### src/rtl/hoplite_pkg.sv
// Hoplite PE controller shared definitions.
// Packet layout {y, x, msg} and TX FSM encoding.
package hoplite_pkg;

  typedef enum logic {
    TX_IDLE    = 1'b0,
    TX_PENDING = 1'b1
  } tx_state_e;

  localparam int MSG_LSB = 0;

  function automatic int pkt_bits(int cb, int mb);
    return 2 * cb + mb;
  endfunction

  function automatic int x_lsb(int mb);
    return mb;
  endfunction

  function automatic int y_lsb(int cb, int mb);
    return mb + cb;
  endfunction

endpackage

### src/rtl/hoplite_fifo.sv
// First-word fall-through FIFO with wrap-bit pointers.
// Push on full succeeds only alongside a pop.
module hoplite_fifo #(
  parameter int WIDTH = 8,
  parameter int DEPTH = 4
) (
  input  logic             clk,
  input  logic             reset_n,
  input  logic             push,
  input  logic [WIDTH-1:0] push_data,
  input  logic             pop,
  output logic [WIDTH-1:0] pop_data,
  output logic             full,
  output logic             empty
);

  localparam int AW = $clog2(DEPTH);

  logic [WIDTH-1:0] mem [DEPTH];
  logic [AW:0]      wr_ptr;
  logic [AW:0]      rd_ptr;
  logic             rd_en;
  logic             wr_en;

  assign empty = (wr_ptr == rd_ptr);
  assign full  = (wr_ptr[AW] != rd_ptr[AW]) &&
                 (wr_ptr[AW-1:0] == rd_ptr[AW-1:0]);
  assign rd_en = pop && !empty;
  assign wr_en = push && (!full || rd_en);
  assign pop_data = mem[rd_ptr[AW-1:0]];

  // Storage array, written on accepted pushes.
  always_ff @(posedge clk) begin
    if (wr_en) mem[wr_ptr[AW-1:0]] <= push_data;
  end

  // Read/write pointers, extra MSB tells full from empty.
  always_ff @(posedge clk or negedge reset_n) begin
    if (!reset_n) begin
      wr_ptr <= '0;
      rd_ptr <= '0;
    end else begin
      if (wr_en) wr_ptr <= wr_ptr + 1'b1;
      if (rd_en) rd_ptr <= rd_ptr + 1'b1;
    end
  end

endmodule

### src/rtl/hoplite_pe_controller.sv
// Hoplite PE controller: stages packets into TX FIFO,
// loops back local traffic, and queues ejections in RX FIFO.
module hoplite_pe_controller
  import hoplite_pkg::*;
#(
  parameter int COORD_BITS   = 1,
  parameter int MESSAGE_BITS = 32,
  parameter int FIFO_DEPTH   = 4,
  parameter int X_COORD      = 0,
  parameter int Y_COORD      = 0
) (
  input  logic                    clk,
  input  logic                    reset_n,
  input  logic [COORD_BITS-1:0]   x_coord_in,
  input  logic                    x_coord_in_valid,
  input  logic [COORD_BITS-1:0]   y_coord_in,
  input  logic                    y_coord_in_valid,
  input  logic [MESSAGE_BITS-1:0] message_in,
  input  logic                    message_in_valid,
  input  logic                    packet_complete_in,
  output logic                    tx_busy,
  output logic [2*COORD_BITS+MESSAGE_BITS-1:0] router_out_packet,
  output logic                    router_out_valid,
  input  logic                    router_out_ready,
  input  logic [2*COORD_BITS+MESSAGE_BITS-1:0] router_in_packet,
  input  logic                    router_in_valid,
  output logic [MESSAGE_BITS-1:0] pe_message_out,
  output logic                    pe_message_valid,
  input  logic                    pe_message_read,
  output logic                    rx_overflow
);

  localparam int PW = pkt_bits(COORD_BITS, MESSAGE_BITS);
  localparam int XL = x_lsb(MESSAGE_BITS);
  localparam int YL = y_lsb(COORD_BITS, MESSAGE_BITS);

  tx_state_e state_q, state_d;

  logic [COORD_BITS-1:0]   x_q, y_q, x_eff, y_eff;
  logic [MESSAGE_BITS-1:0] msg_q, msg_eff;
  logic [PW-1:0]           pkt_new, pend_q;
  logic                    pend_load;

  logic          tx_push, tx_pop, tx_full, tx_empty, tx_space;
  logic [PW-1:0] tx_push_data, tx_head;
  logic          head_local;

  logic                    rx_push, rx_pop, rx_full, rx_empty;
  logic                    rx_space, loop_ok;
  logic [MESSAGE_BITS-1:0] rx_push_data;
  logic                    rx_coord_unused;

  assign rx_coord_unused = ^router_in_packet[PW-1:XL];

  assign x_eff   = x_coord_in_valid ? x_coord_in : x_q;
  assign y_eff   = y_coord_in_valid ? y_coord_in : y_q;
  assign msg_eff = message_in_valid ? message_in : msg_q;
  assign pkt_new = {y_eff, x_eff, msg_eff};

  assign head_local = !tx_empty &&
    (tx_head[XL +: COORD_BITS] == COORD_BITS'(X_COORD)) &&
    (tx_head[YL +: COORD_BITS] == COORD_BITS'(Y_COORD));

  assign router_out_packet = tx_head;
  assign router_out_valid  = !tx_empty && !head_local;

  assign rx_pop   = pe_message_read && !rx_empty;
  assign rx_space = !rx_full || rx_pop;
  assign loop_ok  = head_local && !router_in_valid && rx_space;
  assign rx_push  = router_in_valid || loop_ok;
  assign rx_push_data = router_in_valid ?
    router_in_packet[MSG_LSB +: MESSAGE_BITS] :
    tx_head[MSG_LSB +: MESSAGE_BITS];

  assign tx_pop   = (router_out_valid && router_out_ready) || loop_ok;
  assign tx_space = !tx_full || tx_pop;

  assign tx_busy          = (state_q == TX_PENDING);
  assign pe_message_valid = !rx_empty;

  // TX state register.
  always_ff @(posedge clk or negedge reset_n) begin
    if (!reset_n) state_q <= TX_IDLE;
    else          state_q <= state_d;
  end

  // TX next-state: push directly or park the packet when full.
  always_comb begin
    state_d      = state_q;
    tx_push      = 1'b0;
    tx_push_data = pkt_new;
    pend_load    = 1'b0;
    unique case (state_q)
      TX_IDLE: begin
        if (packet_complete_in) begin
          if (tx_space) begin
            tx_push = 1'b1;
          end else begin
            pend_load = 1'b1;
            state_d   = TX_PENDING;
          end
        end
      end
      TX_PENDING: begin
        tx_push_data = pend_q;
        if (tx_space) begin
          tx_push = 1'b1;
          state_d = TX_IDLE;
        end
      end
    endcase
  end

  // Sticky staging registers; frozen while a packet is parked.
  always_ff @(posedge clk or negedge reset_n) begin
    if (!reset_n) begin
      x_q   <= '0;
      y_q   <= '0;
      msg_q <= '0;
    end else if (state_q == TX_IDLE) begin
      x_q   <= x_eff;
      y_q   <= y_eff;
      msg_q <= msg_eff;
    end
  end

  // Parked packet waiting for TX space.
  always_ff @(posedge clk or negedge reset_n) begin
    if (!reset_n)       pend_q <= '0;
    else if (pend_load) pend_q <= pkt_new;
  end

  // Sticky flag for ejections dropped on a full RX queue.
  always_ff @(posedge clk or negedge reset_n) begin
    if (!reset_n)
      rx_overflow <= 1'b0;
    else if (router_in_valid && !rx_space)
      rx_overflow <= 1'b1;
  end

  hoplite_fifo #(
    .WIDTH(PW),
    .DEPTH(FIFO_DEPTH)
  ) u_tx_fifo (
    .clk      (clk),
    .reset_n  (reset_n),
    .push     (tx_push),
    .push_data(tx_push_data),
    .pop      (tx_pop),
    .pop_data (tx_head),
    .full     (tx_full),
    .empty    (tx_empty)
  );

  hoplite_fifo #(
    .WIDTH(MESSAGE_BITS),
    .DEPTH(FIFO_DEPTH)
  ) u_rx_fifo (
    .clk      (clk),
    .reset_n  (reset_n),
    .push     (rx_push),
    .push_data(rx_push_data),
    .pop      (rx_pop),
    .pop_data (pe_message_out),
    .full     (rx_full),
    .empty    (rx_empty)
  );

endmodule

### config.mk
export PLATFORM = sky130hd
export DESIGN_NAME = hoplite_pe_controller
export DESIGN_NICKNAME = d
export VERILOG_FILES = /design/src/rtl/hoplite_pkg.sv /design/src/rtl/hoplite_fifo.sv /design/src/rtl/hoplite_pe_controller.sv
export SDC_FILE = /design/constraint.sdc
export NUM_CORES = 1
export LEC_CHECK = 0
export ABC_AREA = 1
export BUFFER_PORTS_ARGS = -buffer_cell sky130_fd_sc_hd__buf_2
export CAP_MARGIN = 20
export CORE_ASPECT_RATIO = 1.75
export CORE_MARGIN = 3
export CORE_UTILIZATION = 35
export DETAILED_ROUTE_END_ITERATION = 8
export PLACE_DENSITY_LB_ADDON = 0.3
export SETUP_SLACK_MARGIN = 0.1
export SLEW_MARGIN = 30
export SYNTH_ARGS = -nofsm -noshare
export SYNTH_HDL_FRONTEND = slang
export SYNTH_SLANG_ARGS = --single-unit
### constraint.sdc
create_clock -name clk -period 3.1 [get_ports clk]
set_clock_uncertainty 0.1 [all_clocks]
set_input_delay 0.93 -clock clk [delete_from_list [all_inputs] [get_ports clk]]
set_output_delay 0.93 -clock clk [all_outputs]
set_load 0.005 [all_outputs]
==> summary by stage <==
Status
The run finished with clean final reports.

Critical path
The startpoint of the lowest-slack register-to-register path is u_tx_fifo.rd_ptr[0]$_DFFE_PN0P_. The nature of the critical path startpoint is a flip-flop. The reg2reg setup slack is 550 ps.

The data required time at the worst endpoint is ~2100 ps. At the worst endpoint, the arrival time is 1930 ps. The highest net fanout along the worst path is 17. The setup path with the least slack is of type flip-flop to output port. In this run the worst setup path begins at u_tx_fifo.rd_ptr[0]$_DFFE_PN0P_. STA classifies the critical path endpoint as an output port. The worst register-to-register path ends at u_tx_fifo.mem[3][16]$_DFFE_PP_. Measured in cells, the most critical reg-to-reg path has a length of 12.

Global routing
The largest net degree at the start of global routing is 70. Global routing used around 16% of the available tracks. The number of antenna violations at the first check in global routing is 2. The total grt overflow is 0. The number of global-route vias before repair was 9,804. The first-pass GRT wire length is 54,200 µm.

Clocking
The tree built by TritonCTS fans out to ~350 sinks. The cell chosen for the clock root is sky130_fd_sc_hd__clkbuf_16. The hold buffer count at CTS is 0. Clock latency on the worst-skew pair, taken at its later pin, is around 560 ps. The TritonCTS clock tree is built. The register clock-pin slew on the reported worst setup and hold paths is about 70 ps.

Counting along the longest clock path gives a buffer depth of 3. The total CTS buffers is 29. The count of H-tree levels built during CTS is 1.

Finish
After the flow finishes, the layout carries non-filler instances totaling about 2,000. The post-route netlist has 19.6% of its cells at a drive strength greater than 1. The fraction of the core area covered by cells at the end of the flow is 42.5%. The filler cell count in the final layout is around 3,800. The number of nets in the final layout is roughly 1,500. The number of antenna diodes in the final layout is 0. Compared with the post-synthesis result, the final layout area differs by 18.8%.

Summing all non-filler instances in the final layout gives an area of ~17,000 µm².

Timing
On the final layout, the worst hold slack is roughly 150 ps. The slew at the pin closest to its max-slew limit is 658 ps. The count of final hold-check violations is 0.

Setup violations remaining at the end of the flow were counted as 0. The final-report max-slew violation count is 0. The final critical path time including I/O delays and setup is 2960 ps. Timing would allow up to 0.338 GHz.

The worst slew margin relative to its limit is 56.1%. Setup repair after global routing could not meet its margin everywhere. The post-route fraction of the period consumed by the critical path is between 90% and 100%.

Place
The total cell area at the placement stage is ~16,000 µm². The post-detailed-placement half-perimeter wirelength is around 23,000 µm. The post-placement cell count is about 2,000.

The routability-driven placement congestion ratio is just under 0.8. In this run the tool buffered the top-level ports with between 100 and 150 buffer cells.

Route
The number of remaining DRC errors is 0. The number of optimization iterations in the first detailed-route pass is 5. In this run the remaining antenna-violating nets after routing total 0. After detailed routing, the number of vias per cell comes to approximately 4.9. The total wirelength of the detailed-routed design is about 35,000 µm.

Dividing the detail-routed wire length by the instance count gives roughly 17 µm. The number of vias in the routed layout is roughly 10,000. After the first detailed-routing iteration, the DRC count stood at between 600 and 700.

Yosys
The share of synthesized registers carrying an async set or reset is 23.7%. The number of instances in the synthesized netlist is around 1,300. After synthesis the cells add up to about 14,000 µm².

The count of distinct cell types in the synthesized netlist is 30. The net count of the mapped netlist is approximately 1,400. The number of warnings issued by yosys is 0. For this run, the leading register cell type out of synthesis is sky130_fd_sc_hd__edfxtp_1. In this run, synthesis inferred ~260 flip-flops with an integrated enable.

The number of synthesized register bits is between 300 and 400. The sequential area share after synthesis is 69.1%. The synthesized area per cell is ~11 µm².

Die
The chip width is 160 µm. The floorplan step defined a die boundary enclosing 43,900 µm². The y dimension of the die is ~270 µm. The placement row count is 97.

The core region is slightly above 40,000 µm². The starting utilization of the core area is between 30% and 40%. The number of top-level design ports is 147.

Job
The number of violations of the max-capacitance limit is 0.

Pwr
For this design the ratio of total power to cell area is about 1000 nW/µm². Summed over all cells, the static leakage comes to roughly 0.0069 µW. The peak supply drop is 0.582 mV.

Min path
The type of the tightest min-delay check is input port to async pin.
metrics by stage:
stage,total power (µW),setup TNS (ps),setup slack [ps]
6_report,17700,0,142
5_1_grt,18900,0,49.8
4_1_cts,17900,0,53.9
3_5_place_dp,13800,0,446
3_3_place_gp,13600,0,455
2_1_floorplan,11100,-61180,-450
where the power goes:
part	total (µW)	internal, µW	switching (µW)
Combinational	6700	2270	4440
Sequential	7230	6810	418
Clock	3780	2140	1640
repair_timing:
item,4_1_cts,5_1_grt
pin swaps,4,1
resized for setup,25,8
gates cloned,2,0
setup buffers,2,3
setup endpoints to repair,43,25
cell usage after synthesis, types with 2 or more instances:
library cell               instances  area (µm²)
sky130_fd_sc_hd__ha_1             10         125
sky130_fd_sc_hd__buf_1             2        7.51
sky130_fd_sc_hd__nand2_4           4        45.0
sky130_fd_sc_hd__nor2_4            4        45.0
sky130_fd_sc_hd__clkinv_1          2        7.51
sky130_fd_sc_hd__o21ai_1           5        25.0
sky130_fd_sc_hd__o22ai_1          64         400
sky130_fd_sc_hd__nand2_1         342        1280
sky130_fd_sc_hd__buf_6             8        90.1
sky130_fd_sc_hd__edfxtp_1        264        7930
sky130_fd_sc_hd__o21ai_0         193         966
sky130_fd_sc_hd__buf_2             6        30.0
sky130_fd_sc_hd__nand3_1           9        45.0
sky130_fd_sc_hd__xor2_1            5        43.8
sky130_fd_sc_hd__nand2_2           5        31.3
sky130_fd_sc_hd__nor2_1          139         522
sky130_fd_sc_hd__a21oi_1           3        15.0
sky130_fd_sc_hd__inv_1            55         206
sky130_fd_sc_hd__nor2_2            2        12.5
sky130_fd_sc_hd__clkbuf_1         62         233
sky130_fd_sc_hd__dfrtp_1          82        2050
sky130_fd_sc_hd__nand3_2           3        30.0
sky130_fd_sc_hd__nand4_1          34         213
sky130_fd_sc_hd__inv_2             5        18.8
worst max-delay path, cell delays in order (launching register included):
cell	delay [ps]
sky130_fd_sc_hd__dfrtp_2	440
sky130_fd_sc_hd__clkinv_4	120
sky130_fd_sc_hd__bufbuf_16	310
sky130_fd_sc_hd__o21ai_0	230
sky130_fd_sc_hd__o22ai_2	140
sky130_fd_sc_hd__buf_2	150
layout make-up:
class / count / area (µm²) / area share, %
flip-flops and latches: 346 / 9980 / 58.1
inverters: 63 / 251 / 1.46
well taps: 544 / 681 / 3.96
clock buffers: 33 / 741 / 4.31
multi-input cells: 826 / 4050 / 23.6
clock inverters: 19 / 234 / 1.36
repair buffers: 184 / 1230 / 7.16
worst max-delay path by stage:
stage	slack, ps	end	cells past startpoint
after floorplan	-450	u_tx_fifo.mem[0][0]$_DFFE_PP_	8
after global placement	460	pend_q[24]$_DFFE_PN0P_	9
after detailed placement	450	u_tx_fifo.mem[3][24]$_DFFE_PP_	12
after CTS	50	router_out_valid	9
after global routing	50	router_out_valid	9
final	140	router_out_packet[11]	5
cells by family (layout without fill, tap and decap cells):
kind of cell | Yosys count | after routing | share of synthesized area, %
AOI/OAI and AO/OA | 267 | 267 | 9.90
xor gates and xnor gates | 5 | 5 | 0.303
adders and majority gates | 10 | 10 | 0.866
buffers and inverters | 142 | 299 | 4.20
DFF | 346 | 346 | 69.1
and+or+nand+nor | 544 | 544 | 15.7
flip-flops by register name, summed over array words and instances, names as in the netlist:
name	flops
u_tx_fifo.wr_ptr	3
u_tx_fifo.rd_ptr	3
tx_busy	1
y_q	1
u_rx_fifo.mem	128
u_tx_fifo.mem	136
u_rx_fifo.rd_ptr	3
x_q	1
rx_overflow	1
msg_q	32
u_rx_fifo.wr_ptr	3
pend_q	34
metal layers:
metal	vias to the layer above	global-route usage (%)	share of wire, %
li1	4812	-	-
met1	4825	17.9	40
met2	242	28.7	52
met3	77	2.20	3.7
met4	4	6.76	3.5
met5	-	0	0.077
layout by cell type (no fill, tap or decap), drive strengths merged:
master / count
a21oi: 3
dfrtp: 82
bufbuf: 1
nand3: 13
nand4: 35
o21bai: 1
inv: 63
edfxtp: 264
bufinv: 5
o21ai: 199
xor2: 5
nand2: 351
nor2: 145
clkinv: 11
ha: 10
buf: 183
o22ai: 64
clkinvlp: 3
clkbuf: 33
(Power assumes the default switching activity.)
